`src/rtl/i2c_req_arbiter.sv`:
```
// Two-requester round-robin arbiter in front of a single I2C master.
// Latches the winning requester's command, pulses m_start, waits for the
// master's completion (or a timeout) and returns the result with a one-cycle
// done pulse to the owner.
module i2c_req_arbiter #(
  parameter int unsigned TIMEOUT_CYCLES = 1024
) (
  input  logic       clk,
  input  logic       reset,
  input  logic [1:0] req,
  input  logic [6:0] addr0,
  input  logic [6:0] addr1,
  input  logic       rw0,
  input  logic       rw1,
  input  logic [7:0] wdata0,
  input  logic [7:0] wdata1,
  output logic [1:0] gnt,
  output logic [1:0] done,
  output logic [7:0] rdata,
  output logic       err,
  output logic       tout,
  output logic       busy,
  output logic       m_start,
  output logic [6:0] m_address,
  output logic       m_rw,
  output logic [7:0] m_idata,
  input  logic       m_done,
  input  logic       m_nack,
  input  logic [7:0] m_odata
);

  typedef enum logic [1:0] {
    S_IDLE,
    S_ISSUE,
    S_WAIT,
    S_RESP
  } state_t;

  localparam logic [15:0] TO_LAST = 16'(TIMEOUT_CYCLES - 1);

  state_t      state_q;
  logic        last_q;     // index of the requester served most recently
  logic        win_q;      // index of the requester owning the current transaction
  logic        win_d;
  logic [15:0] cnt_q;
  logic [1:0]  gnt_q;
  logic [1:0]  done_q;
  logic [7:0]  rdata_q;
  logic        err_q;
  logic        tout_q;
  logic        busy_q;
  logic        m_start_q;
  logic [6:0]  m_address_q;
  logic        m_rw_q;
  logic [7:0]  m_idata_q;

  // Winner selection: on contention the requester not served last wins.
  always_comb begin
    win_d = req[1];
    if (req == 2'b11) begin
      win_d = ~last_q;
    end
  end

  // Arbitration / transaction FSM with all outputs registered.
  always_ff @(posedge clk) begin
    if (reset) begin
      state_q     <= S_IDLE;
      last_q      <= 1'b1;
      win_q       <= 1'b0;
      cnt_q       <= '0;
      gnt_q       <= '0;
      done_q      <= '0;
      rdata_q     <= '0;
      err_q       <= 1'b0;
      tout_q      <= 1'b0;
      busy_q      <= 1'b0;
      m_start_q   <= 1'b0;
      m_address_q <= '0;
      m_rw_q      <= 1'b0;
      m_idata_q   <= '0;
    end else begin
      case (state_q)
        S_IDLE: begin
          if (|req) begin
            win_q       <= win_d;
            m_address_q <= win_d ? addr1 : addr0;
            m_rw_q      <= win_d ? rw1 : rw0;
            m_idata_q   <= win_d ? wdata1 : wdata0;
            gnt_q       <= win_d ? 2'b10 : 2'b01;
            m_start_q   <= 1'b1;
            busy_q      <= 1'b1;
            state_q     <= S_ISSUE;
          end
        end
        S_ISSUE: begin
          m_start_q <= 1'b0;
          cnt_q     <= '0;
          state_q   <= S_WAIT;
        end
        S_WAIT: begin
          // A completion in the timeout cycle still counts as a completion.
          if (m_done) begin
            rdata_q <= m_rw_q ? m_odata : 8'h00;
            err_q   <= m_nack;
            tout_q  <= 1'b0;
            gnt_q   <= '0;
            done_q  <= gnt_q;
            state_q <= S_RESP;
          end else if (cnt_q == TO_LAST) begin
            rdata_q <= 8'h00;
            err_q   <= 1'b1;
            tout_q  <= 1'b1;
            gnt_q   <= '0;
            done_q  <= gnt_q;
            state_q <= S_RESP;
          end else begin
            cnt_q <= cnt_q + 16'd1;
          end
        end
        S_RESP: begin
          done_q  <= '0;
          last_q  <= win_q;
          busy_q  <= 1'b0;
          state_q <= S_IDLE;
        end
        default: begin
          state_q <= S_IDLE;
        end
      endcase
    end
  end

  assign gnt       = gnt_q;
  assign done      = done_q;
  assign rdata     = rdata_q;
  assign err       = err_q;
  assign tout      = tout_q;
  assign busy      = busy_q;
  assign m_start   = m_start_q;
  assign m_address = m_address_q;
  assign m_rw      = m_rw_q;
  assign m_idata   = m_idata_q;

endmodule

```
`config.mk`:
```
export PLATFORM = sky130hd
export DESIGN_NAME = i2c_req_arbiter
export DESIGN_NICKNAME = d
export VERILOG_FILES = /design/src/rtl/i2c_req_arbiter.sv
export SDC_FILE = /design/constraint.sdc
export NUM_CORES = 1
export LEC_CHECK = 0
export CELL_PAD_IN_SITES_DETAIL_PLACEMENT = 1
export CELL_PAD_IN_SITES_GLOBAL_PLACEMENT = 1
export CORE_UTILIZATION = 30
export CTS_BUF_LIST = sky130_fd_sc_hd__clkbuf_4 sky130_fd_sc_hd__clkbuf_8
export CTS_CLUSTER_DIAMETER = 150
export CTS_CLUSTER_SIZE = 28
export DETAILED_ROUTE_END_ITERATION = 16
export PLACE_DENSITY_LB_ADDON = 0.1
export REMOVE_ABC_BUFFERS = 1
export SYNTH_ARGS = -nofsm -noshare
export SYNTH_HDL_FRONTEND = slang
export SYNTH_SLANG_ARGS = --single-unit
```
`constraint.sdc`:
```
create_clock -name clk -period 2.67 [get_ports clk]
set_input_delay 0.6675 -clock clk [delete_from_list [all_inputs] [get_ports clk]]
set_output_delay 0.6675 -clock clk [all_outputs]
set_load 0.005 [all_outputs]
```
==> results by group <==
Synth
  • #FFs+latches synth: 52
  • Register area share after synthesis: 39.6%
  • Syn_area_per_cell: 8.96 um2
  • Synth warn: 0
  • Ys async rst share: 0%
  • Mapped Cells: 293
  • Post-synth EDFFs: 0
  • Cell area after synthesis: 2630 um2
  • Cell variety after synth: 54
  • Most used DFF post-synth: dfxtp_1

STA
  • Rel. slew slack: 46.2%
  • Crit share post-route: 82.9%
  • Fin. Hold Viols: 0
  • Final min period: 2.21 ns
  • Slew at the pin with the worst max-slew slack: 0.806 ns
  • Slew Viols, Final: 0
  • RSZ-0062 raised after global routing: false
  • Fmax: 452 MHz
  • Final setup vio count: 0
  • Final clock skew: 0.00848 ns

Clock tree
  • CTS clk-pin slew, worst paths: 0.10 ns
  • Root Driver: clkbuf_8
  • Hold buffers post-CTS: 0
  • Clock Tree Buf Depth: 2
  • Max H-tree Level: 2
  • CTS tree: yes
  • TritonCTS Sinks: 52
  • Cts bufs inserted: 5
  • Setup Buffers After CTS: 0
  • Post-CTS sizing: 0
  • Worst-Skew Late Latency: 0.30 ns

GRT
  • Initial antenna violation count: 0
  • GR Overflow Total: 0
  • Largest net degree at the start of global routing: 33
  • First-pass GRT wire length: 11.4 mm
  • Vias in the first global route: 2370
  • Total global-route track usage: 15.9%

Placed design
  • GP Congestion: 0.778
  • Post-DP Area: 3500 um2
  • Port-buffer cells: 77
  • Dpl hpwl: 5.39 mm

Power
  • P_leak: 0.00129 uW
  • Power Total: 2430 uW
  • P per Cell Area: 675 nW/um2
  • Peak supply drop: 0.000299 V

Route
  • Post-route ant nets: 0
  • DRC: 0
  • DRT Pass-1 Iters: 4
  • Vias per inst: 5.11
  • Avg WL per Cell: 15.0 um
  • DRT Wirelength: 7.10 mm
  • Drt initial violations: 92
  • Via Count: 2410

Final layout
  • Most frequent cells in the layout: 76 x clkdlybuf4s50_1, 52 x dfxtp_1, 32 x nor2_1
  • Inserted Diodes: 0
  • Net count, final: 418
  • Fraction of layout cells with a size suffix above 1: 11.2%
  • Layout area overhead: 37.2%
  • Seq. cell area: 1040 um2
  • Utilization after layout: 43.2%
  • FILL cells: 962
  • Commonest non-fill, non-tap cell in the layout: clkdlybuf4s50_1
  • Final Cell Area: 3600 um2
  • Multi-input gate area: 1450 um2

Setup path
  • Critical path arrival: 2.39 ns
  • CP Class: reg -> reg
  • Crit Path Max Fanout: 16
  • Worst path required time: 2.85 ns
  • Kind of end point of the critical path: flop
  • Critical Path Start Type: flop

Die
  • I/O Pins: 78
  • Chip height: 95.6 um
  • Die W: 95.6 um
  • CORE AREA: 8340 um2
  • Rows: 33
  • Starting Density: 31.5%
  • Total die area: 9130 um2

Run status
  • Status: complete, no violations

Job
  • Max-Cap Viols: 0

Worst hold path
  • Worst Hold Class: reg -> reg
## sequential cells by signal, indices dropped and copies added, names as in the netlist
name,count
tout,1
busy,1
err,1
m_idata,8
m_start,1
last_q,1
m_rw,1
cnt_q,16
win_q,1
m_address,7
rdata,8
state_q,2
done,2
gnt,2
## area by class of cell
cell class	count	share of cell area, %
inverter	7	0.729
timing repair buffer	87	23.7
clock inverter	2	0.417
sequential	52	28.9
clock buffer	6	2.29
multi-input combinational	213	40.3
tap	105	3.65
## critical path: stages, from the launching register on
cell	delay (ns)
dfxtp_1	0.35
inv_1	0.12
ha_1	0.31
or4bb_4	0.59
nor4_4	0.26
nor2_2	0.24
nand3b_1	0.16
o21ai_2	0.06
## power by group
group	internal, uW	switching (uW)	total (uW)
clock	210	266	476
sequential	926	93.1	1020
combinational	486	450	936
## synthesized netlist by cell type (2+ instances only)
cell	number	share of area, %
buf_4	3	0.86
dfxtp_1	52	40
nor3_1	9	1.7
a31oi_1	2	0.48
and4_1	3	1.0
nand4b_1	3	1.0
mux2i_1	16	6.1
nor2b_1	2	0.48
o2111ai_1	2	0.67
o21ai_0	8	1.5
buf_2	6	1.1
nand4_1	4	0.95
nand3b_1	7	2.0
o21ai_2	8	2.7
o31ai_1	3	0.86
clkbuf_1	10	1.4
a211oi_1	18	5.1
nand2_1	18	2.6
a21oi_1	12	2.3
nand3_1	8	1.5
buf_6	2	0.86
or3_1	2	0.48
mux2_2	2	0.86
ha_1	6	2.9
nor4b_1	2	0.67
inv_1	7	1.0
xor2_1	3	1.0
nor2_1	32	4.6
and3_1	4	0.95
nand3b_2	2	0.86
and2_1	3	0.71
o211ai_1	5	1.4
or4_1	3	0.86
nand2b_1	5	1.2
o311ai_1	2	0.67
## metal layers
layer | track usage [%] | vias up | part of all wire (%)
li1 | - | 1215 | -
met1 | 21.2 | 1138 | 48
met3 | 3.51 | 4 | 5.0
met4 | 4.48 | 0 | 0.96
met5 | 0 | - | 0
met2 | 25.8 | 53 | 46
## cell families (layout without fill, tap and decap cells)
logic type	Yosys count	count (layout)	synth area share, %
fa+ha+maj	6	6	2.86
simple gates	118	118	26.2
xor+xnor	3	3	1.00
flops	52	52	39.6
compound gates	68	68	18.1
buf+inv	28	102	5.29
mux	18	18	6.96
## worst paths after layout
path	cells after the start	slack (ns)	start	endpoint
max	7	0.46	state_q[0]	rdata[7]
min	2	0.48	win_q	win_q
max reg2reg	7	0.46	state_q[0]	rdata[7]
min reg2reg	2	0.48	win_q	win_q
## through the flow
step                      hold slack [ns]  setup slack, ns  instances  setup TNS, ns
final                               0.479            0.458        472              0
after global routing                0.508            0.287        472              0
after CTS                           0.478            0.436        472              0
after detailed placement            0.461            0.217        464              0
after global placement              0.454            0.298        464              0
after floorplan                     0.430           -0.447        272          -7.89
Note: power is estimated with default switching activity, not from simulation.
